<file path="config.mk">
export PLATFORM = sky130hd
export DESIGN_NAME = cook_sequencer
export DESIGN_NICKNAME = d
export VERILOG_FILES = /design/src/rtl/cook_sequencer.sv
export SDC_FILE = /design/constraint.sdc
export NUM_CORES = 1
export LEC_CHECK = 0
export ABC_AREA = 1
export BUFFER_PORTS_ARGS = -buffer_cell sky130_fd_sc_hd__buf_2
export CORE_ASPECT_RATIO = 0.6
export CORE_UTILIZATION = 35
export DETAILED_ROUTE_END_ITERATION = 6
export PLACE_DENSITY_LB_ADDON = 0.2
export SLEW_MARGIN = 20
export SYNTH_ARGS = -nofsm -noshare
export SYNTH_HDL_FRONTEND = slang
export SYNTH_SLANG_ARGS = --single-unit
</file>
<file path="constraint.sdc">
create_clock -name clk_1s -period 2.3 [get_ports clk_1s]
set_input_delay 0.115 -clock clk_1s [delete_from_list [all_inputs] [get_ports clk_1s]]
set_output_delay 0.115 -clock clk_1s [all_outputs]
set_load 0.01 [all_outputs]
</file>
<file path="src/rtl/cook_sequencer.sv">
// Microwave cook controller.
// Keypad digits shift into an MM:SS BCD time register. The start key runs a
// one-second-per-tick countdown, and the controller then sounds a short done
// beep. The door interlock and the stop/clear key pause or abandon a cook.
module cook_sequencer #(
    parameter int QUICK_START_SEC = 30,
    parameter int BEEP_CYCLES     = 3
) (
    input  logic       clk_1s,
    input  logic       reset,
    input  logic       key_valid,
    input  logic [3:0] key_digit,
    input  logic       start,
    input  logic       stop_clear,
    input  logic       door_open,
    output logic [3:0] first_sec_out,
    output logic [3:0] second_sec_out,
    output logic [3:0] first_min_out,
    output logic [3:0] second_min_out,
    output logic [2:0] state_out,
    output logic       magnetron_on,
    output logic       lamp_on,
    output logic       beep
);

    typedef enum logic [2:0] {
        IDLE    = 3'd0,
        ENTRY   = 3'd1,
        COOKING = 3'd2,
        PAUSED  = 3'd3,
        DONE    = 3'd4
    } state_t;

    localparam logic [3:0] QS_TENS   = 4'(QUICK_START_SEC / 10);
    localparam logic [3:0] QS_ONES   = 4'(QUICK_START_SEC % 10);
    localparam logic [3:0] BEEP_LOAD = 4'(BEEP_CYCLES - 1);

    state_t     state;
    state_t     state_next;
    logic [3:0] sec_ones, sec_tens, min_ones, min_tens;
    logic [3:0] sec_ones_next, sec_tens_next, min_ones_next, min_tens_next;
    logic [3:0] dec_sec_ones, dec_sec_tens, dec_min_ones, dec_min_tens;
    logic [3:0] beep_cnt, beep_cnt_next;
    logic       beep_next;
    logic       dec_zero;
    logic       time_zero;
    logic       key_ok;
    logic       start_ok;

    assign key_ok    = key_valid && (key_digit <= 4'd9);
    assign start_ok  = start && !door_open;
    assign time_zero = (sec_ones == 4'd0) && (sec_tens == 4'd0) &&
                       (min_ones == 4'd0) && (min_tens == 4'd0);
    assign dec_zero  = (dec_sec_ones == 4'd0) && (dec_sec_tens == 4'd0) &&
                       (dec_min_ones == 4'd0) && (dec_min_tens == 4'd0);

    // BCD one-second decrement of the current time; seconds 60..99 simply count down
    always_comb begin
        dec_sec_ones = sec_ones;
        dec_sec_tens = sec_tens;
        dec_min_ones = min_ones;
        dec_min_tens = min_tens;
        if (sec_ones != 4'd0) begin
            dec_sec_ones = sec_ones - 4'd1;
        end else if (sec_tens != 4'd0) begin
            dec_sec_ones = 4'd9;
            dec_sec_tens = sec_tens - 4'd1;
        end else begin
            dec_sec_ones = 4'd9;
            dec_sec_tens = 4'd5;
            if (min_ones != 4'd0) begin
                dec_min_ones = min_ones - 4'd1;
            end else begin
                dec_min_ones = 4'd9;
                dec_min_tens = min_tens - 4'd1;
            end
        end
    end

    // Next state, time and beep counter, with priority stop_clear > door > start > key
    always_comb begin
        state_next    = state;
        sec_ones_next = sec_ones;
        sec_tens_next = sec_tens;
        min_ones_next = min_ones;
        min_tens_next = min_tens;
        beep_next     = beep;
        beep_cnt_next = beep_cnt;
        case (state)
            IDLE, ENTRY: begin
                if (stop_clear) begin
                    state_next    = IDLE;
                    sec_ones_next = 4'd0;
                    sec_tens_next = 4'd0;
                    min_ones_next = 4'd0;
                    min_tens_next = 4'd0;
                end else if (start_ok) begin
                    state_next = COOKING;
                    if (time_zero) begin
                        sec_ones_next = QS_ONES;
                        sec_tens_next = QS_TENS;
                    end
                end else if (key_ok) begin
                    state_next    = ENTRY;
                    min_tens_next = min_ones;
                    min_ones_next = sec_tens;
                    sec_tens_next = sec_ones;
                    sec_ones_next = key_digit;
                end
            end
            COOKING: begin
                if (stop_clear || door_open) begin
                    state_next = PAUSED;
                end else begin
                    sec_ones_next = dec_sec_ones;
                    sec_tens_next = dec_sec_tens;
                    min_ones_next = dec_min_ones;
                    min_tens_next = dec_min_tens;
                    if (dec_zero) begin
                        state_next    = DONE;
                        beep_next     = 1'b1;
                        beep_cnt_next = BEEP_LOAD;
                    end
                end
            end
            PAUSED: begin
                if (stop_clear) begin
                    state_next    = IDLE;
                    sec_ones_next = 4'd0;
                    sec_tens_next = 4'd0;
                    min_ones_next = 4'd0;
                    min_tens_next = 4'd0;
                end else if (start_ok) begin
                    state_next = COOKING;
                end
            end
            DONE: begin
                if (stop_clear || (beep_cnt == 4'd0)) begin
                    state_next    = IDLE;
                    beep_next     = 1'b0;
                    beep_cnt_next = 4'd0;
                end else begin
                    beep_cnt_next = beep_cnt - 4'd1;
                end
            end
            default: begin
                state_next    = IDLE;
                beep_next     = 1'b0;
                beep_cnt_next = 4'd0;
            end
        endcase
    end

    // Register state, time, beeper and the outputs derived from the next state
    always_ff @(posedge clk_1s) begin
        if (reset) begin
            state        <= IDLE;
            sec_ones     <= 4'd0;
            sec_tens     <= 4'd0;
            min_ones     <= 4'd0;
            min_tens     <= 4'd0;
            beep         <= 1'b0;
            beep_cnt     <= 4'd0;
            magnetron_on <= 1'b0;
            lamp_on      <= 1'b0;
        end else begin
            state        <= state_next;
            sec_ones     <= sec_ones_next;
            sec_tens     <= sec_tens_next;
            min_ones     <= min_ones_next;
            min_tens     <= min_tens_next;
            beep         <= beep_next;
            beep_cnt     <= beep_cnt_next;
            magnetron_on <= (state_next == COOKING);
            lamp_on      <= door_open || (state_next == COOKING);
        end
    end

    assign first_sec_out  = sec_ones;
    assign second_sec_out = sec_tens;
    assign first_min_out  = min_ones;
    assign second_min_out = min_tens;
    assign state_out      = state;

endmodule

</file>
# Word level (Yosys, flattened, before mapping)
# Index checks and enable logic that the tools add are counted.
[classes]
n_addsub = 5
multipliers = 0
n_div = 0
order_cmp = 1
n_eq_ne = 13
shifts = 0
n_mux = 49
bitwise_logic = 1
n_reduce_logical = 32
[ops]
columns = ["cell", "count"]
rows = [
  ["4-bit 2-to-1 mux", 31],
  ["4-bit case mux with 3 select lines", 5],
  ["4-bit logical NOT", 9],
  ["3-bit 2-to-1 mux", 8],
  ["4-bit by 1-bit subtractor with 4-bit output, second input constant", 5],
  ["3-bit case mux with 4 select lines", 1],
  ["4-bit nonzero test", 3],
  ["5-bit AND reduction", 2],
  ["3-bit by 2-bit equality test with 1-bit output, second input constant", 3],
  ["1-bit logical AND", 8],
  ["2-bit != test, second input constant", 4],
  ["4-bit != test, second input constant", 2],
  ["3-bit != test, second input constant", 2],
  ["4-bit less-or-equal comparator, second input constant", 1],
  ["4-bit AND reduction", 1],
  ["3-bit by 1-bit equality test with 1-bit output, second input constant", 1],
  ["3-bit equality test, second input constant", 1],
  ["3-bit logical NOT", 1],
  ["1-bit logical OR", 3],
  ["1-bit 2-to-1 mux", 3],
  ["1-bit case mux with 3 select lines", 1],
  ["3-bit AND reduction", 1],
  ["3-bit nonzero test", 1],
  ["3-bit OR reduction", 1],
  ["other kinds (3)", 3],
]
[word_totals]
ff_bits = 26
latchBits = 0
ramBits = 0
mem_bits_ro = 0
inputBits = 10
output_inout_bits = 22
elab_cells = 110
n_memories = 0

# Logic depth before layout (Yosys ltp)
[depth]
depth_word = 12
ltp_mapped = 15
mapped_depth_nobuf = 15

# Worst setup path before layout
# OpenSTA, ideal clock, no wires.
[synth_path]
path_kind = "flip-flop to flip-flop"
start = "reg sec_ones[0] (netlist: first_sec_out[0])"
end = "reg beep_cnt[0]"
setup_time_ns = 0.115
arrival_ns = 1.719
slack_ns = 0.466
stages_incl_launch_ff = 13
n_path_buf = 0
cell_sequence = "dfxtp_1 inv_1 ha_1 nand2_4 nor2_8 nand2_2 nand2_1 nand2_1 nand2_1 nor2_2 nand4_4 a21oi_1 nor2_1"
[synth_between]
elab_chain_cells = 8
elab_cells_between_ends = 15
classes_between = "1 x add/sub; 1 x eq/ne; 4 x mux; 9 x reduce/logical"
[synth_lines]
columns = ["item", "line_no", "source"]
rows = [
  ["from (decl)", "40", "logic [3:0] sec_ones, sec_tens, min_ones, min_tens;"],
  ["from (signal assigned)", "168", "sec_ones <= sec_ones_next;"],
  ["4-bit by 1-bit subtractor with 4-bit output or 4-bit nonzero test (tied branches)", "64, 63", ""],
  ["4-bit 2-to-1 mux", "63", "if (sec_ones != 4'd0) begin"],
  ["4-bit logical NOT", "54", "assign dec_zero = (dec_sec_ones == 4'd0) && (dec_sec_tens == 4'd0) &&"],
  ["1-bit logical AND (2 in a row)", "54", ""],
  ["1-bit logical AND *", "55", "(dec_min_ones == 4'd0) && (dec_min_tens == 4'd0);"],
  ["2-bit != test (no source line) *", "--", ""],
  ["3-bit AND reduction (no source line) *", "--", ""],
  ["to (signal assigned)", "173", "beep_cnt <= beep_cnt_next;"],
  ["to (decl)", "43", "logic [3:0] beep_cnt, beep_cnt_next;"],
]
# Every way passes the cells marked *; elsewhere a longest branch is shown, timed or not.
# A chain may end at the register's enable or synchronous reset.

# Worst setup path in the final report
[layout_path]
start = "reg sec_ones[0] (netlist: first_sec_out[0])"
end = "reg beep_cnt[3]"
# The elaborated chain is that of the path after synthesis.

==> summary.md <==
| Metric | Value |
|---|---|
| Routed vias | 1856 |
| Die H | 57.6 µm |
| Endpoints failing hold | 0 |
| Pre-antenna DRT Iters | 5 |
| Max Cap Violations | 0 |
| Main synth FF type | dfxtp_1 |
| Final Wtd Congestion | 0.900 |
| Cell Count Post-Placement | 359 |
| Remaining Overflow, GRT | 0 |
| Kind of critical path | reg -> reg |
| Clock Tree Buf Depth | 2 |
| DRC | 0 |
| Drt via density | 5.13 |
| Setup-failing EPs final | 0 |
| Wire per inst | 13.2 µm |
| Total CTS buffers | 3 |
| Final ANT Viol Nets | 0 |
| Most frequent cells in the layout | nand2_1, inv_1, buf_2, nor2_1, dfxtp_1 |
| Worst-path fanout max | 10 |
| TritonCTS sink count | 26 |
| N_diodes | 0 |
| Vias in the first global route | 1575 |
| First-pass GRT wire length | 7780 µm |
| PortBufs | 31 |
| Yosys reg bits | 26 |
| Fin area | 2080 µm² |
| Cell area after synthesis | 1800 µm² |
| Pwr dens | 783 nW/µm² |
| Dpl hpwl | 3760 µm |
| Startpoint Class | flip-flop |
| Mapped Cells | 266 |
| Gr usage total | 18.5% |
| Slew headroom | 61.4% |
| I/O pin cnt | 32 |
| Clk_lat worst skew | 0.27 ns |
| Worst Clk Skew | 0.00248 ns |
| Maximum VDD drop | 0.307 mV |
| DP Area | 2030 µm² |
| Post-CTS Setup Repair Bufs | 0 |
| Initial Utilization | 37.9% |
| Layout Cells excl Fill | 362 |
| Largest net degree at the start of global routing | 19 |
| Status | finished, final reports clean |
| Root Driver | clkbuf_8 |
| Clock transition at path regs | 0.09 ns |
| Hold_buf cts | 0 |
| Largest cells by area after synthesis | dfxtp_1, nand2_1, inv_1 |
| RSZ-0062 raised after global routing | false |
| Synth Area per Inst | 6.78 µm² |
| Layout Nets | 317 |
| Cells resized by post-CTS repair | 0 |
| Worst-margin pin slew | 0.579 ns |
| Setup_tns | 0 ns |
| Final min period | 2.07 ns |
| Leakage power | 1.02 nW |
| Yosys warns | 0 |
| Fin crit share | 89.9% |
| CTS tree | done |
| Yosys top cell by area | dfxtp_1 |
| Die Span X | 94.7 µm |
| Async SR Flop Fraction | 0% |
| Num rows | 19 |
| Syn nets | 282 |
| Final Max Slew Viols | 0 |
| Most common cell after layout, fill and taps aside | nand2_1 |
| Fmax | 484 MHz |
| Yosys top cell area share | 28.9% |
| Layout cells sized above 1 | 23.7% |
| Iteration-0 DRC Markers | 140 |
| Crit path arrival time | 2.24 ns |
| Min-delay worst type | in -> reg |
| Area growth syn-to-layout | 15.1% |
| Crit. End Element | flip-flop |
| Die area | 5450 µm² |
| Post-synthesis sequential area ratio | 28.9% |
| Post-synth EDFFs | 0 |
| Initial antenna violation count | 0 |
| Post-Route WL | 4780 µm |
| Final core utilization | 43.7% |
| Netlist cell types | 37 |
| Critical path required time | 2.47 ns |
| Area of the core | 4750 µm² |
| H-tree levels | 1 |
==> flip-flops by register name, indices dropped and copies added (netlist names) <==
name,count
lamp_on,1
magnetron_on,1
first_min_out,4
second_sec_out,4
second_min_out,4
beep_cnt,4
beep,1
state_out,3
first_sec_out,4
==> layout make-up <==
class,count,area [µm²]
clock buffer,3,41.3
multi-input combinational,194,1100
inverter,42,158
timing repair buffer,34,178
sequential,26,520
fill,512,2680
tap,63,78.8
==> stage by stage <==
step,hold slack (ns),setup WS (ns),power [mW]
floorplan,0.226,0.466,1.16
global placement,0.347,0.322,1.37
detailed placement,0.344,0.260,1.36
CTS,0.0574,0.237,1.63
global route,0.0615,0.0560,1.75
finish,0.0617,0.232,1.63
==> Yosys cell counts (3+ instances only) <==
master	number
o21ai_1	5
nor3_1	8
inv_1	39
nand2_1	40
o21ai_0	18
ha_1	6
nand3_1	20
nor2_2	8
nand2_2	7
o22ai_1	3
nor2_1	27
dfxtp_1	26
nor2_4	3
a21oi_1	18
a22oi_1	4
a21oi_2	4
==> report_power, final <==
group | switching [mW] | internal (mW) | total, mW
clock network | 0.142 | 0.118 | 0.260
registers | 0.0668 | 0.507 | 0.574
logic | 0.528 | 0.264 | 0.792
==> critical path, cell delays in order, from the launching register on <==
cell	delay, ns
dfxtp_1	0.42
inv_1	0.08
ha_1	0.28
nand2_4	0.16
nor2_8	0.08
nand2_2	0.13
nand2_1	0.06
nand2_1	0.10
nand2_1	0.07
nor2_2	0.15
nand4_4	0.18
a21oi_1	0.19
nor2_1	0.06
==> worst paths after layout <==
| kind | start | endpoint | slack (ns) | depth (start not counted) |
|---|---|---|---|---|
| worst min register to register | beep$_SDFFE_PP0P_ | beep$_SDFFE_PP0P_ | 0.46 | 2 |
| worst min-delay path | door_open | lamp_on$_SDFF_PP0_ | 0.06 | 3 |
| worst max register to register | first_sec_out[0]$_SDFFE_PP0P_ | beep_cnt[3]$_SDFFE_PP0P_ | 0.23 | 12 |
| worst max-delay path | first_sec_out[0]$_SDFFE_PP0P_ | beep_cnt[3]$_SDFFE_PP0P_ | 0.23 | 12 |
==> metal layers <==
layer,wire [µm],vias up,global-route usage [%]
li1,-,950,-
met3,411,2,3.73
met1,2690,824,31.6
met4,15,0,2.60
met5,0,-,0
met2,1670,80,22.8
==> logic make-up after synthesis <==
family          count (synthesis)  synth area share [%]
fa+ha+maj                       6                  4.16
compound gates                 60                  19.8
simple gates                  125                  35.5
flops                          26                  28.9
xor+xnor                        3                  1.46
buf+inv                        46                  10.1
Power figures use the tool's default switching activity.
